[config.mk]
export PLATFORM = sky130hd
export DESIGN_NAME = parallel_serial_capture
export DESIGN_NICKNAME = d
export VERILOG_FILES = /design/src/rtl/parallel_serial_capture.sv
export SDC_FILE = /design/constraint.sdc
export NUM_CORES = 1
export LEC_CHECK = 0
export BUFFER_PORTS_ARGS = -buffer_cell sky130_fd_sc_hd__clkbuf_2
export CAP_MARGIN = 20
export CORE_MARGIN = 2
export CORE_UTILIZATION = 35
export CTS_BUF_LIST = sky130_fd_sc_hd__clkbuf_4
export CTS_CLUSTER_DIAMETER = 150
export DETAILED_ROUTE_END_ITERATION = 10
export GPL_ROUTABILITY_DRIVEN = 0
export MAX_ROUTING_LAYER = met4
export SKIP_CTS_REPAIR_TIMING = 1
export SLEW_MARGIN = 30
export SYNTH_ARGS = -nofsm -noshare
export SYNTH_HDL_FRONTEND = slang
export SYNTH_SLANG_ARGS = --single-unit
[constraint.sdc]
create_clock -name clk_in -period 5 [get_ports clk_in]
set_input_delay 1.25 -clock clk_in [delete_from_list [all_inputs] [get_ports clk_in]]
set_output_delay 1.25 -clock clk_in [all_outputs]
set_load 0.03 [all_outputs]
[src/rtl/parallel_serial_capture.sv]
// Eight-lane serial-to-parallel capture: a start edge samples every lane NDATA
// times on a divided tick, then the 8 lane words are pushed into a small FIFO.

module psc_lane #(
  parameter int NDATA = 10
) (
  input  logic             clk_in,
  input  logic             rst,
  input  logic             tick_i,
  input  logic             mode_i,
  input  logic             fd_i,
  output logic [NDATA-1:0] data_o
);
  logic [NDATA-1:0] sr_q, sr_d;

  generate
    if (NDATA == 1) begin : g_one
      always_comb sr_d = tick_i ? fd_i : sr_q;
    end else begin : g_many
      // mode=1 walks the first sample up to the MSB; mode=0 walks it down to bit 0
      always_comb begin
        sr_d = sr_q;
        if (tick_i) sr_d = mode_i ? {sr_q[NDATA-2:0], fd_i} : {fd_i, sr_q[NDATA-1:1]};
      end
    end
  endgenerate

  always_ff @(posedge clk_in or negedge rst)
    if (!rst) sr_q <= '0;
    else      sr_q <= sr_d;

  assign data_o = sr_q;
endmodule

module parallel_serial_capture #(
  parameter int NDATA      = 10,
  parameter int FIFO_WIDTH = 36,
  parameter int CLK_DIV    = 4,
  parameter int FIFO_DEPTH = 64
) (
  input  logic                  clk_in,
  input  logic                  rst,
  input  logic                  start_pulse,
  input  logic                  fd0,
  input  logic                  fd1,
  input  logic                  fd2,
  input  logic                  fd3,
  input  logic                  fd4,
  input  logic                  fd5,
  input  logic                  fd6,
  input  logic                  fd7,
  input  logic                  mode,
  input  logic                  fifo_rd_en,
  output logic                  fifo_empty,
  output logic [FIFO_WIDTH-1:0] fifo_q
);
  localparam int NUM_LANES = 8;
  localparam int DW = $clog2(CLK_DIV);
  localparam int BW = $clog2(NDATA + 1);
  localparam int AW = $clog2(FIFO_DEPTH);
  localparam logic [DW-1:0] DIV_LAST = DW'(CLK_DIV - 1);
  localparam logic [BW-1:0] BIT_LAST = BW'(NDATA - 1);

  typedef enum logic [1:0] {IDLE, SHIFT, WRITE} state_t;

  state_t                            state_q, state_d;
  logic [DW-1:0]                     div_q, div_d;
  logic [BW-1:0]                     bcnt_q, bcnt_d;
  logic [2:0]                        lane_q, lane_d;
  logic                              par_q, par_d;
  logic                              start_pulse_q;
  logic                              start, tick, wr_en;
  logic [NUM_LANES-1:0]              fd_bus;
  logic [NUM_LANES-1:0][NDATA-1:0]   lane_data;

  assign start  = start_pulse & ~start_pulse_q;
  assign fd_bus = {fd7, fd6, fd5, fd4, fd3, fd2, fd1, fd0};

  genvar gi;
  generate
    for (gi = 0; gi < NUM_LANES; gi++) begin : g_lane
      psc_lane #(.NDATA(NDATA)) u_lane (
        .clk_in (clk_in),
        .rst    (rst),
        .tick_i (tick),
        .mode_i (mode),
        .fd_i   (fd_bus[gi]),
        .data_o (lane_data[gi])
      );
    end
  endgenerate

  always_comb begin
    state_d = state_q;
    div_d   = div_q;
    bcnt_d  = bcnt_q;
    lane_d  = lane_q;
    par_d   = par_q;
    tick    = 1'b0;
    wr_en   = 1'b0;
    case (state_q)
      IDLE: if (start) begin
        state_d = SHIFT;
        div_d   = '0;
        bcnt_d  = '0;
      end
      SHIFT: if (div_q == DIV_LAST) begin
        div_d  = '0;
        tick   = 1'b1;
        bcnt_d = bcnt_q + 1'b1;
        if (bcnt_q == BIT_LAST) begin
          state_d = WRITE;
          lane_d  = '0;
        end
      end else begin
        div_d = div_q + 1'b1;
      end
      WRITE: begin
        wr_en  = 1'b1;
        lane_d = lane_q + 1'b1;
        if (lane_q == 3'd7) begin
          state_d = IDLE;
          par_d   = ~par_q;
        end
      end
      default: state_d = IDLE;
    endcase
  end

  always_ff @(posedge clk_in or negedge rst)
    if (!rst) begin
      state_q       <= IDLE;
      div_q         <= '0;
      bcnt_q        <= '0;
      lane_q        <= '0;
      par_q         <= 1'b0;
      start_pulse_q <= 1'b0;
    end else begin
      state_q       <= state_d;
      div_q         <= div_d;
      bcnt_q        <= bcnt_d;
      lane_q        <= lane_d;
      par_q         <= par_d;
      start_pulse_q <= start_pulse;
    end

  // FIFO: extra pointer bit separates full from empty
  logic [FIFO_WIDTH-1:0] mem [FIFO_DEPTH];
  logic [AW:0]           wptr_q, rptr_q;
  logic [FIFO_WIDTH-1:0] q_q;
  logic [FIFO_WIDTH-1:0] wdata;
  logic                  full, do_wr, do_rd;

  assign wdata      = {par_q, lane_q, 32'(lane_data[lane_q])};
  assign fifo_empty = (wptr_q == rptr_q);
  assign full       = (wptr_q[AW] != rptr_q[AW]) && (wptr_q[AW-1:0] == rptr_q[AW-1:0]);
  assign do_wr      = wr_en & ~full;
  assign do_rd      = fifo_rd_en & ~fifo_empty;
  assign fifo_q     = q_q;

  always_ff @(posedge clk_in)
    if (do_wr) mem[wptr_q[AW-1:0]] <= wdata;

  always_ff @(posedge clk_in or negedge rst)
    if (!rst) begin
      wptr_q <= '0;
      rptr_q <= '0;
      q_q    <= '0;
    end else begin
      if (do_wr) wptr_q <= wptr_q + 1'b1;
      if (do_rd) begin
        rptr_q <= rptr_q + 1'b1;
        q_q    <= mem[rptr_q[AW-1:0]];
      end
    end
endmodule

==> metrics.md <==
| Metric | Value |
|---|---|
| Result of the run | finished clean |
| Worst-Margin Slew | 0.954 ns |
| Data arrival time at the worst-slack endpoint | 3.26 ns |
| Clock skew after layout | 0.0899 ns |
| Cell with the largest stage delay on the worst path | dfrtp_4 |
| Highest clock frequency the design can meet | 222 MHz |
| Clock network fraction of design power | 0.280 |
| Critical path endpoint category | output pin |
| Async set-reset flop share out of synthesis | 0.119 |
| Dpl cells | 3,715 |
| Number of distinct library cell variants in the gate-level netlist after synthesis | 66 |
| Power share of the sequential group | 0.442 |
| Violation count after the first detailed-route iteration | 2,265 |
| Root cell of the clock tree | clkbuf_4 |
| Maximum number of buffers from clock root to sink | 4 |
| Met2 routed wirelength | 48.6 mm |
| Via density per instance | 5.30 |
| Number of synthesized flops with an enable pin | 896 |
| Mapped Cells | 2,186 |
| CTS Buf Count | 282 |
| Placeable core area | 116,000 um2 |
| Dominant delay contributor by cell family on the critical path | flip-flops |
| Kind of launch point of the worst setup path | flop |
| Switching part of the total power | 0.335 |
| Number of buffer cells added on primary ports | 27 |
| Power Internal | 16.6 mW |
| Half-perimeter wire length after detailed placement | 61.5 mm |
| Wire length of the first global-routing pass | 151 mm |
| Cell breakdown of the critical path | xor2_1 -> nor4_1 -> and3_1 -> clkbuf_2 |
| Grt total ovfl | 0 |
| Wire length after detailed routing | 102 mm |
| Sink Count | 1,017 |
| Average detailed-routed wire length per instance | 24.5 um |
| Storage cell area | 30,000 um2 |
| Synth-to-layout area growth | 13.3% |
| Die Width | 346 um |
| Flops & latches, synth | 1,017 |
| Total die area | 119,000 um2 |
| Placement Rows | 125 |
| Power per unit of standard cell area | 540 nW/um2 |
| Number of buffers and inverters on the critical path | 1 |
| Data required time at the worst endpoint | 3.75 ns |
| Area occupied by multi-input gates | 10,100 um2 |
| Net total in the final layout | 2,495 |
| Depth of the worst register-to-register path | 6 |
| Unrepaired setup endpoints after global routing | false |
| Total I/O pin count | 50 |
| Routed via count | 22.2k |
| Ys Warns | 0 |
| Synthesized cell area | 40,800 um2 |
| Final core occ | 0.399 |
| Worst ir drop on vdd | 0.000463 V |
| Endpoints failing hold | 0 |
| Pin count of the biggest net entering global routing | 99 |
| WP depth | 4 |
| Final count of negative-setup-slack endpoints | 0 |
| Type of the worst setup path | reg -> out |
| Worst-Skew Late Latency | 1.14 ns |
| Final setup TNS | 0 ns |
| CTS tree | yes |
| Height of the die | 346 um |
| Synth Flop Type | edfxtp_1 |
| Remaining number of nets flagged by the antenna check after routing | 0 |
| Register clock-pin slew on the reported worst setup and hold paths | 0.06 ns |
| Routed length on met1 | 43.7 mm |
| Number of max-cap violations | 0 |
| Reported net switching power | 8.38 mW |
| Top sig layer | met4 |
| Leak pwr | 16.0 nW |
| CP peak stage delay | 0.88 ns |
| Total number of H-tree levels | 5 |
| Max-slew violation count | 0 |
| Combined global-route utilization of all metal layers | 0.176 |
| Synthesized area divided by synthesized cell count | 18.7 um2 |
| Ratio of cells with drive above 1 in the final layout | 0.304 |
| Largest driver fanout on the critical path | 48 |
| Minimum period implied by the final worst setup slack | 4.51 ns |
| First-pass iteration count of the detailed router | 5 |
| Post-synthesis sequential area ratio | 0.733 |
| Final Instance Count excl. Fillers | 4,180 |
| Fillers | 10.4k |
| Number of antenna violations at the first check in global routing | 4 |
| Commonest cells after routing, fill and taps aside | edfxtp_1, clkbuf_4, mux4_2 |
| DRC | 0 |
| Relative slew margins | 0.348 |
| Part of the total power dissipated in combinational logic | 0.278 |
| Initial standard-cell utilization of the core | 0.352 |
| Final critical-path share of the clock period | 0.901 |
| Most frequent standard cell in the layout excluding fill and tap cells | edfxtp_1 |
| Worst Hold Class | in -> async |
| Met3 Routed Length | 7.49 mm |
| Number of global-route vias before repair | 23.0k |
-- final cells by class --
cell class / instances / share of cell area
clock inverter: 55 / 0.00522
timing repair buffer: 138 / 0.0219
inverter: 3 / 0.000243
sequential: 1017 / 0.647
multi-input combinational: 1033 / 0.218
clock buffer: 402 / 0.0652
antenna: 8 / 0.000433
tap: 1524 / 0.0412
-- path summary, 6_finish.rpt --
kind / from / to / slack, ns
setup / recovery: rptr_q[1] / fifo_empty / 0.49
min in group clk_in: start_pulse / start_pulse_q / 0.33
hold reg to reg: g_lane[7].u_lane.data_o[9] / g_lane[7].u_lane.data_o[9] / 0.50
hold / removal: rst / g_lane[3].u_lane.data_o[3] / 0.20
max in group asynchronous: rst / g_lane[7].u_lane.data_o[9] / 3.80
setup reg to reg: rptr_q[0] / fifo_q[5] / 1.05
-- Yosys cell counts (5+ instances only) --
cell type | n | area share
a2111oi_0 | 6 | 0.0013
a211oi_1 | 17 | 0.0031
a21oi_1 | 27 | 0.0033
a221oi_1 | 6 | 0.0013
a22o_1 | 12 | 0.0026
a22oi_1 | 33 | 0.0061
a31oi_1 | 9 | 0.0014
buf_1 | 12 | 0.0011
buf_2 | 41 | 0.0050
buf_4 | 41 | 0.0075
buf_6 | 9 | 0.0025
clkbuf_1 | 49 | 0.0045
dfrtp_1 | 121 | 0.074
edfxtp_1 | 896 | 0.66
ha_1 | 7 | 0.0021
mux2_2 | 29 | 0.0080
mux2i_1 | 163 | 0.040
mux4_2 | 200 | 0.11
nand2_1 | 128 | 0.012
nand2b_1 | 9 | 0.0014
nand3_1 | 20 | 0.0025
nand3b_1 | 6 | 0.0011
nand4_1 | 13 | 0.0020
nor2_1 | 103 | 0.0095
nor2b_1 | 13 | 0.0020
nor3_1 | 13 | 0.0016
o21ai_0 | 86 | 0.011
o221ai_1 | 9 | 0.0019
o22ai_1 | 13 | 0.0020
o311ai_0 | 5 | 0.0011
o32a_1 | 7 | 0.0017
xnor2_1 | 10 | 0.0021
xor2_1 | 11 | 0.0024
-- logic make-up (layout without fill, tap and decap cells) --
logic type               after synthesis  count (layout)  share of synthesized area
flip-flops                          1017            1017                      0.733
multiplexers                         394             394                      0.159
AND/OR/NAND/NOR                      327             327                     0.0356
AO/OA/AOI/OAI                        262             262                     0.0434
buffers and inverters                157             598                     0.0219
XOR/XNOR                              21              21                    0.00450
adder cells (fa/ha/maj)                7               7                    0.00215
other                                  1              30                  0.0000918
-- flip-flops by register name (all words and copies together) (netlist names) --
| signal | cells |
|---|---|
| g_lane.u_lane.data_o | 80 |
| fifo_q | 14 |
| bcnt_q | 4 |
| state_q | 2 |
| mem | 896 |
| start_pulse_q | 1 |
| par_q | 1 |
| rptr_q | 7 |
| wptr_q | 7 |
| lane_q | 3 |
| div_q | 2 |
-- power by group through the flow --
stage	clock [mW]	sequential, mW	combinational [mW]
final	6.99	11.1	6.96
after global routing	7.61	11.1	7.40
after CTS	7.19	11.1	7.00
after detailed placement	0	11.2	6.99
after global placement	0	11.2	6.87
after floorplan	0	10.9	4.75
-- per-layer routing --
metal / vias up / track usage
met4: 0 / 0.0651
met2: 938 / 0.267
met1: 11500 / 0.233
met5: - / -
li1: 9525 / -
met3: 179 / 0.0374
-- metrics by stage --
stage | hold WS (ns) | area (um2) | power [mW] | worst slack (ns)
finish | 0.197 | 46300 | 25.0 | 0.494
global placement | 0.474 | 43000 | 18.1 | 1.17
global route | 0.138 | 46300 | 26.1 | 0.255
detailed placement | 0.487 | 43000 | 18.2 | 1.20
CTS | 0.0995 | 46200 | 25.3 | 0.314
floorplan | 0.462 | 40900 | 15.7 | 1.92
No activity file was read; power rests on OpenSTA's default activity.
